==> config.mk <==
export PLATFORM = sky130hd
export DESIGN_NAME = mem_arbiter
export DESIGN_NICKNAME = d
export VERILOG_FILES = /design/src/rtl/mem_arb_pkg.sv /design/src/rtl/mem_arb_inflight_ctr.sv /design/src/rtl/mem_arbiter.sv
export SDC_FILE = /design/constraint.sdc
export NUM_CORES = 1
export LEC_CHECK = 0
export ABC_AREA = 1
export BUFFER_PORTS_ARGS = -buffer_cell sky130_fd_sc_hd__clkbuf_2
export CORE_ASPECT_RATIO = 0.75
export CORE_MARGIN = 10
export CORE_UTILIZATION = 31
export CTS_CLUSTER_DIAMETER = 100
export CTS_CLUSTER_SIZE = 30
export DETAILED_ROUTE_END_ITERATION = 8
export PLACE_DENSITY = 0.77
export SLEW_MARGIN = 20
export SYNTH_ARGS = -nofsm -noshare
export SYNTH_HDL_FRONTEND = slang
export SYNTH_SLANG_ARGS = --single-unit
==> constraint.sdc <==
create_clock -name clk -period 1.74 [get_ports clk]
set_input_delay 0.348 -clock clk [delete_from_list [all_inputs] [get_ports clk]]
set_output_delay 0.348 -clock clk [all_outputs]
set_load 0.01 [all_outputs]
==> src/rtl/mem_arb_pkg.sv <==
// Shared definitions for the I-cache / D-cache memory arbiter.
// Holds the state encodings, client IDs and the default memory latency.
package mem_arb_pkg;

    typedef enum logic [2:0] {
        ST_IDLE    = 3'd0,
        ST_I_BUSY  = 3'd1,
        ST_D_BUSY  = 3'd2,
        ST_I_DRAIN = 3'd3,
        ST_D_DRAIN = 3'd4
    } arb_state_e;

    localparam logic CLIENT_I = 1'b0;
    localparam logic CLIENT_D = 1'b1;

    localparam int MEM_LATENCY_DEFAULT = 4;

    // Owner of the reads still in flight: the BUSY/DRAIN client, else the last BUSY owner.
    function automatic logic state_owner(input arb_state_e st, input logic last_owner);
        logic owner;
        case (st)
            ST_I_BUSY, ST_I_DRAIN: owner = CLIENT_I;
            ST_D_BUSY, ST_D_DRAIN: owner = CLIENT_D;
            default:               owner = last_owner;
        endcase
        return owner;
    endfunction

endpackage

==> src/rtl/mem_arb_inflight_ctr.sv <==
// Saturating up/down counter of reads outstanding in the pipelined memory.
// zero_next reports whether the count will be zero after this clock edge.
module mem_arb_inflight_ctr #(
    parameter int MAX = 4,
    parameter int W   = 3
) (
    input  logic         clk,
    input  logic         rst,
    input  logic         inc,
    input  logic         dec,
    output logic [W-1:0] count,
    output logic         zero_next
);

    localparam logic [W-1:0] MAX_V = W'(MAX);

    logic [W-1:0] count_d;
    logic [W-1:0] count_q;

    // Next count: simultaneous inc and dec cancel; both ends saturate.
    always_comb begin
        count_d = count_q;
        if (inc && !dec) begin
            if (count_q != MAX_V) begin
                count_d = count_q + W'(1);
            end else begin
                count_d = count_q;
            end
        end else if (dec && !inc) begin
            if (count_q != {W{1'b0}}) begin
                count_d = count_q - W'(1);
            end else begin
                count_d = count_q;
            end
        end else begin
            count_d = count_q;
        end
    end

    // Count register.
    always_ff @(posedge clk or posedge rst) begin
        if (rst) begin
            count_q <= {W{1'b0}};
        end else begin
            count_q <= count_d;
        end
    end

    assign count     = count_q;
    assign zero_next = (count_d == {W{1'b0}});

endmodule

==> src/rtl/mem_arbiter.sv <==
// Arbitrates one pipelined data memory between the I-cache and D-cache fill paths,
// keeping ownership fixed while reads are in flight and routing read-valid to the owner.
module mem_arbiter
    import mem_arb_pkg::*;
#(
    parameter int MEM_LATENCY = MEM_LATENCY_DEFAULT,
    parameter int CNT_W       = 3
) (
    input  logic        clk,
    input  logic        rst,
    input  logic        icache_MemRead,
    input  logic [15:0] icache_mem_addr,
    input  logic        dcache_MemRead,
    input  logic        dcache_MemWrite,
    input  logic [15:0] dcache_mem_addr,
    input  logic [15:0] dcache_mem_write_data,
    input  logic [15:0] mem_data_out,
    input  logic        mem_data_valid,
    output logic        mem_enable,
    output logic        mem_wr,
    output logic [15:0] mem_addr,
    output logic [15:0] mem_data_in,
    output logic        icache_grant,
    output logic        dcache_grant,
    output logic        icache_MemDataValid,
    output logic        dcache_MemDataValid,
    output logic [15:0] arb_read_data
);

    arb_state_e       state_d, state_q;
    logic             last_owner_d, last_owner_q;
    logic             grant_i_s, grant_d_s;
    logic             issue_s;
    logic             zero_next_s;
    logic             data_ok_s;
    logic             owner_s;
    logic [CNT_W-1:0] inflight_s;

    // Arbitration: grants are combinational from state and requests.
    always_comb begin
        grant_i_s = 1'b0;
        grant_d_s = 1'b0;
        if (rst) begin
            grant_i_s = 1'b0;
            grant_d_s = 1'b0;
        end else begin
            case (state_q)
                ST_IDLE: begin
                    // On a tie the client that did not own the memory last wins.
                    if ((dcache_MemRead || dcache_MemWrite) &&
                        (!icache_MemRead || (last_owner_q == CLIENT_I))) begin
                        grant_d_s = 1'b1;
                    end else if (icache_MemRead) begin
                        grant_i_s = 1'b1;
                    end else begin
                        grant_d_s = 1'b0;
                    end
                end
                ST_I_BUSY: grant_i_s = icache_MemRead;
                ST_D_BUSY: grant_d_s = dcache_MemRead;
                default:   grant_i_s = 1'b0;
            endcase
        end
    end

    // Next state and last-owner update.
    always_comb begin
        state_d      = state_q;
        last_owner_d = last_owner_q;
        case (state_q)
            ST_IDLE: begin
                if (grant_d_s && dcache_MemRead) begin
                    state_d = ST_D_BUSY;
                end else if (grant_d_s) begin
                    last_owner_d = CLIENT_D;
                end else if (grant_i_s) begin
                    state_d = ST_I_BUSY;
                end else begin
                    state_d = ST_IDLE;
                end
            end
            ST_I_BUSY: begin
                if (!icache_MemRead) begin
                    last_owner_d = CLIENT_I;
                    state_d      = zero_next_s ? ST_IDLE : ST_I_DRAIN;
                end else begin
                    state_d = ST_I_BUSY;
                end
            end
            ST_D_BUSY: begin
                if (!dcache_MemRead) begin
                    last_owner_d = CLIENT_D;
                    state_d      = zero_next_s ? ST_IDLE : ST_D_DRAIN;
                end else begin
                    state_d = ST_D_BUSY;
                end
            end
            ST_I_DRAIN, ST_D_DRAIN: begin
                if (zero_next_s) begin
                    state_d = ST_IDLE;
                end else begin
                    state_d = state_q;
                end
            end
            default: state_d = ST_IDLE;
        endcase
    end

    // State and last-owner registers; last owner resets to I so D wins the first tie.
    always_ff @(posedge clk or posedge rst) begin
        if (rst) begin
            state_q      <= ST_IDLE;
            last_owner_q <= CLIENT_I;
        end else begin
            state_q      <= state_d;
            last_owner_q <= last_owner_d;
        end
    end

    // Memory command mux: the granted client's command, or all zero.
    always_comb begin
        mem_enable  = 1'b0;
        mem_wr      = 1'b0;
        mem_addr    = 16'h0000;
        mem_data_in = 16'h0000;
        if (grant_d_s) begin
            mem_enable  = 1'b1;
            mem_wr      = ~dcache_MemRead;
            mem_addr    = dcache_mem_addr;
            mem_data_in = dcache_mem_write_data;
        end else if (grant_i_s) begin
            mem_enable  = 1'b1;
            mem_wr      = 1'b0;
            mem_addr    = icache_mem_addr;
            mem_data_in = 16'h0000;
        end else begin
            mem_enable  = 1'b0;
        end
    end

    assign issue_s = mem_enable & ~mem_wr;

    mem_arb_inflight_ctr #(
        .MAX (MEM_LATENCY),
        .W   (CNT_W)
    ) u_inflight (
        .clk       (clk),
        .rst       (rst),
        .inc       (issue_s),
        .dec       (mem_data_valid),
        .count     (inflight_s),
        .zero_next (zero_next_s)
    );

    // Valid with nothing outstanding is spurious and reaches neither cache.
    assign data_ok_s           = ~rst & mem_data_valid & (inflight_s != {CNT_W{1'b0}});
    assign owner_s             = state_owner(state_q, last_owner_q);
    assign icache_grant        = grant_i_s;
    assign dcache_grant        = grant_d_s;
    assign icache_MemDataValid = data_ok_s & (owner_s == CLIENT_I);
    assign dcache_MemDataValid = data_ok_s & (owner_s == CLIENT_D);
    assign arb_read_data       = rst ? 16'h0000 : mem_data_out;

endmodule

* Word-level counts from Yosys, hierarchy flattened
Cells that the tools add are included.
Operators by class: reduce and logical (&&, ||, !) cells 18, bitwise operators 10, eq/ne operators 11, muxes and demuxes 33, $add $sub $neg 2
Operator list (count):
- $mux W16 | 4
- $mux W3 | 9
- $mux W1 | 13
- $pmux W3 S4 | 1
- $ne A2 B2 Y1 const B | 5
- $eq A3 B2 Y1 const B | 2
- $logic_not A3 Y1 | 2
- $ne A3 B3 Y1 const B | 2
- $pmux W1 S2 | 3
- $reduce_bool A3 Y1 | 2
- $reduce_or A2 Y1 | 3
- $and A1 B1 Y1 | 5
- $not A1 Y1 | 5
- $reduce_and A5 Y1 | 1
- $logic_and A1 B1 Y1 | 4
- $mux W2 | 2
- $add A3 B1 Y3 const B | 1
- $eq A3 B1 Y1 const B | 1
- $eq A3 B3 Y1 const B | 1
- $logic_not A1 Y1 | 3
- $pmux W1 S3 | 1
- $sub A3 B1 Y3 const B | 1
- $logic_or A1 B1 Y1 | 2
- $reduce_and A2 Y1 | 1
Storage, ports and cells: output and inout bits 54, input bits 70, register bits 7

* Longest topological paths before layout
depth in word-level cells 17, mapped depth 18, gate-level depth less buffers 18

* By module
From an unflattened synthesis, not the netlist that was laid out.
Second synthesis, totals: cells, all modules 220, area, all modules 1129.8 µm²
By module, submodules not included:
- mem_arbiter | instances 1, cells an instance 176, area an instance 843.3 µm²
- mem_arb_inflight_ctr | instances 1, cells an instance 44, area an instance 286.5 µm²

* Worst setup path after synthesis
OpenSTA, ideal clock, no wires.
path type flip-flop to output port, start register state_q[2], end output mem_addr[10], data required time 1.392 ns, setup slack -0.223 ns, buffers on the path 1, arrival time 1.615 ns, cell stages (with the launch flop) 10, cells stage by stage dfrtp_1 -> inv_2 -> nand2_4 -> nor2_2 -> nand2_1 -> nand2_4 -> nand2_8 -> inv_2 -> buf_1 -> a22o_1
On the way: elaborated cells on any way between the ends 9, those cells by class eq/ne (2); mux (6); reduce/logical (1)
RTL lines:
- start, declared | RTL line mem_arbiter.sv:30 | arb_state_e state_d, state_q;
- start signal, assigned | RTL line mem_arbiter.sv:115 | state_q <= state_d;
- $eq A3 B2 Y1 / $logic_not A3 Y1 (equally long branches) | RTL line mem_arbiter.sv:47 | case (state_q)
- $pmux W1 S2 * | RTL line mem_arbiter.sv:47
- $mux W1 * | RTL line mem_arbiter.sv:43 | if (rst) begin
- via dcache_grant | RTL line mem_arbiter.sv:24 | output logic dcache_grant,
- $mux W16 * | RTL line mem_arbiter.sv:126 | if (grant_d_s) begin
- end, declared | RTL line mem_arbiter.sv:21 | output logic [15:0] mem_addr,
Mark *: on every way through the listed nets, which the timed path passes. The rest lies on a longest branch.

* Worst setup path after layout
start register state_q[2], end register state_q[2]
On the way: word-level cells in the longest chain between the ends 14, elaborated cells on any way between the ends 29, those cells by class eq/ne (6); mux (13); bitwise (2); reduce/logical (8)
Ends and longest elaborated chain:
- $eq A3 B1 Y1 (tied with other cells) | RTL line mem_arbiter.sv:47, mem_arbiter.sv:70
- $pmux W1 S2 | RTL line mem_arbiter.sv:47
- $mux W1 | RTL line mem_arbiter.sv:43
- $mux W1 (on tied branches) | RTL line mem_arbiter.sv:131, mem_arbiter.sv:126
- $mux W1 / $not A1 Y1 (equally long branches) | RTL line mem_arbiter.sv:126, mem_arbiter.sv:141
- $and A1 B1 Y1 | RTL line mem_arbiter.sv:141 | assign issue_s = mem_enable & ~mem_wr;
- $logic_not A1 Y1 | RTL line mem_arb_inflight_ctr.sv:29 | end else if (dec && !inc) begin
- $logic_and A1 B1 Y1 | RTL line mem_arb_inflight_ctr.sv:29
- $mux W3 | RTL line mem_arb_inflight_ctr.sv:29
- $mux W3 | RTL line mem_arb_inflight_ctr.sv:23 | if (inc && !dec) begin
- $logic_not A3 Y1 | RTL line mem_arb_inflight_ctr.sv:50 | assign zero_next = (count_d == {W{1'b0}});
- $mux W3 | RTL line mem_arbiter.sv:93 | state_d = zero_next_s ? ST_IDLE : ST_D_DRAIN;
- $mux W3 | RTL line mem_arbiter.sv:91 | if (!dcache_MemRead) begin
- $pmux W3 S4 | RTL line mem_arbiter.sv:70 | case (state_q)
Several ways; a longest one is shown, not always the timed one. A chain may end at the register's enable or synchronous reset.

==> flow_summary.yaml <==
logic_synthesis:
  synth-seq-cells: 7
  synth_warnings: 0
  syn_area_um2: 1114
  syn_avg_cell_area_um2: 6.119
  seq_area_frac_synth_pct: 15.73
  syn-instance-count: 182
  synth.distinct_cells: 29
  synth_fp_nets: 255
worst_setup_path:
  ff2ff_path_depth: 16
  cp_slowest_stage_delay_ns: 0.40
  path_cells: "inv_2, nand2_4, nor2_4, nand2_2, nand2_4, nand2_8, buf_6, nand2_8, nand4_4, or2_1, nand2_2, nand3_4, nand2_2, nand2_1, nand2_1, nand2_1"
  crit_family: "simple AND/OR/NAND/NOR gates"
  required_ns: 1.87
  critPathArrivalTime_ns: 2.17
  critPathSlowestCell: "dfrtp_1"
  path_max_fanout: 4
  critPathKind: "flop to flop"
  crit_cells: 16
  startpoint_type: "flop"
  cp-end-kind: "flop"
  crit_buf_inv: 2
cts:
  clk_latency_ns: 0.23
  cts_tree: "built"
  clock_sinks: 7
  cts_root_buf: "clkbuf_8"
  htree_levels: 1
  cts_hold_buf: 0
  cts_buffers: 3
  path_clk_slew_ns: 0.04
  cts.path.max_buffers: 2
final_layout:
  nets: 413
  finish.utilization_pct: 69.74
  syn_to_final_growth_pct: 111.6
  diodes: 0
  drive_gt1_share_pct: 64.31
  final_area_um2: 2356
placement:
  placed_cell_area_um2: 1958
  routabilityCongestion: 0.8727
  place_ws_ns: -0.1353
  port-buffer-count: 123
  hpwlAfterDp_mm: 4.405
sta:
  max_slew_margin_pct: 83.02
  fin_skew_ns: 0.003678
  finalSetupTns_ns: -9.407
  fmax_mhz: 488.5
  whs_ns: 0.2188
  setup_viol: 43
  tightest_slew_ns: 0.2538
  post-route-min-period_ns: 2.047
  hold_viol_final: 0
  fin_ws_ns: -0.3069
  maxSlewViolCount: 0
  grt_setup_unrepaired: "true"
  fin_crit_sh_pct: 117.6
route:
  drcViolationCount: 0
  ant_nets: 0
  num_vias: 1745
  wirelength_mm: 5.659
  wl_met3_um: 838
  wl_per_cell_um: 14.93
  met2_length_mm: 2.718
  wl_met1_mm: 2.055
  drt_iter0_markers: 44
  firstDrtPassIters: 4
  viasPerCell: 4.604
  routed.top_layer: "met4"
power:
  power.density_nw_per_um2: 1187
  power.leakage_uw: 0.001485
  ir_worst_vdd_v: 0.0006108
die:
  row_count: 18
  fp.dieH_um: 71.91
  dieArea_um2: 6414
  core_um2: 3378
  initial_core_util_pct: 32.96
  die_w_um: 89.21
  ios: 124
global_routing:
  grt_pass1_vias: 1813
  grt_max_degree: 17
  antenna_found_initial: 0
  grt_first_pass_wirelength_mm: 8.079
  grt_remaining_overflow: 0
  grt_use_total_pct: 15.43
run_status:
  status: "complete, but fails checks"
  violations: "setup timing"
run:
  maxCapViolCount: 0
hold_path:
  hold_path.class: "primary input to async pin"
[Yosys cell counts (all sizes together)]
cell,count,area share [%]
nor2,41,15
nand4,4,2.8
a22o,16,13
o2111ai,1,0.79
nand2,28,15
a21oi,3,1.3
dfrtp,7,16
xor2,1,0.79
clkinv,1,0.45
xnor2,1,0.79
buf,4,1.5
inv,50,17
ha,3,3.4
clkbuf,1,0.34
or2,2,1.1
nor4,1,0.56
nor3,1,0.45
nand3,17,11
[final cells by class]
type	count	area, um2
clock buffers	3	41.29
clock inverters	1	5.005
fillers	275	1022
inverters	51	202.7
multi-input cells	119	902.1
flip-flops and latches	7	175.2
well taps	40	50.05
repair buffers	156	962.2
repair inverters	2	17.52
[worst reg2reg max path: stages (launching register included)]
cell and delay, ns:
dfrtp_1 0.40, inv_2 0.12, nand2_4 0.09, nor2_4 0.12, nand2_2 0.08, nand2_4 0.11, nand2_8 0.07, buf_6 0.13
nand2_8 0.07, nand4_4 0.08, or2_1 0.26, nand2_2 0.12, nand3_4 0.10, nand2_2 0.07, nand2_1 0.04, nand2_1 0.05
nand2_1 0.05
[where the power goes]
part           switching (uW)  internal [uW]  leakage [uW]
logic                    1230           1030       0.00137
registers                59.7            234     0.0000851
clock network            82.2            156     0.0000255
[path summary, 6_finish.rpt]
| kind | slack (ns) | endpoint | from |
|---|---|---|---|
| min | 0.22 | last_owner_q | rst |
| max | -0.31 | state_q[2] | state_q[2] |
| max reg2reg | -0.31 | state_q[2] | state_q[2] |
| min in group clk | 0.39 | last_owner_q | icache_MemRead |
| min reg2reg | 0.55 | last_owner_q | last_owner_q |
| max in group asynchronous | 1.40 | u_inflight.count[2] | rst |
[placed cells by master (no fill, tap or decap)]
cell	count
a21oi_2	2
dfrtp_1	7
buf_8	1
buf_2	31
nor2_1	23
nand4_4	1
a22o_1	16
nor3_4	1
buf_6	11
nand2_2	8
o2111ai_1	1
nand2_1	13
nand2_4	4
ha_1	3
clkbuf_8	3
nand4_1	3
inv_8	2
xor2_1	1
inv_4	2
xnor2_1	1
clkbuf_2	87
nand3_2	6
inv_2	6
buf_4	23
buf_12	3
nor2_4	6
nor4_4	1
inv_1	42
a21oi_1	1
nand3_1	8
or2_1	2
nand3_4	3
nand2_8	3
nor2_2	12
clkinv_2	2
[sequential cells by signal, indices dropped and copies added, names as in the netlist]
register and count:
u_inflight.count 3, last_owner_q 1, state_q 3
[metal layers]
metal	vias to the layer above	track usage, %
met5	-	0
met4	0	4.225
met3	4	7.589
met2	103	26.87
met1	760	16.09
li1	878	-
[stage by stage]
| step | std cells | power (uW) |
|---|---|---|
| final | 379 | 2796 |
| after global routing | 379 | 3010 |
| after CTS | 375 | 2524 |
| after detailed placement | 362 | 2008 |
| after global placement | 362 | 1979 |
| after floorplan | 182 | 1359 |
[cell families after synthesis]
logic type / synth area share, %
flops: 15.73
simple gates: 45.51
xor+xnor: 1.573
compound gates: 14.72
fa+ha+maj: 3.371
buf+inv: 19.10
[repair_timing]
action,CTS,global route
endpoints found under the setup margin,41,44
resized for setup,32,68
setup buffers,7,4
pin swaps,3,13
gates cloned,2,0
Note: power is estimated with default switching activity, not from simulation.
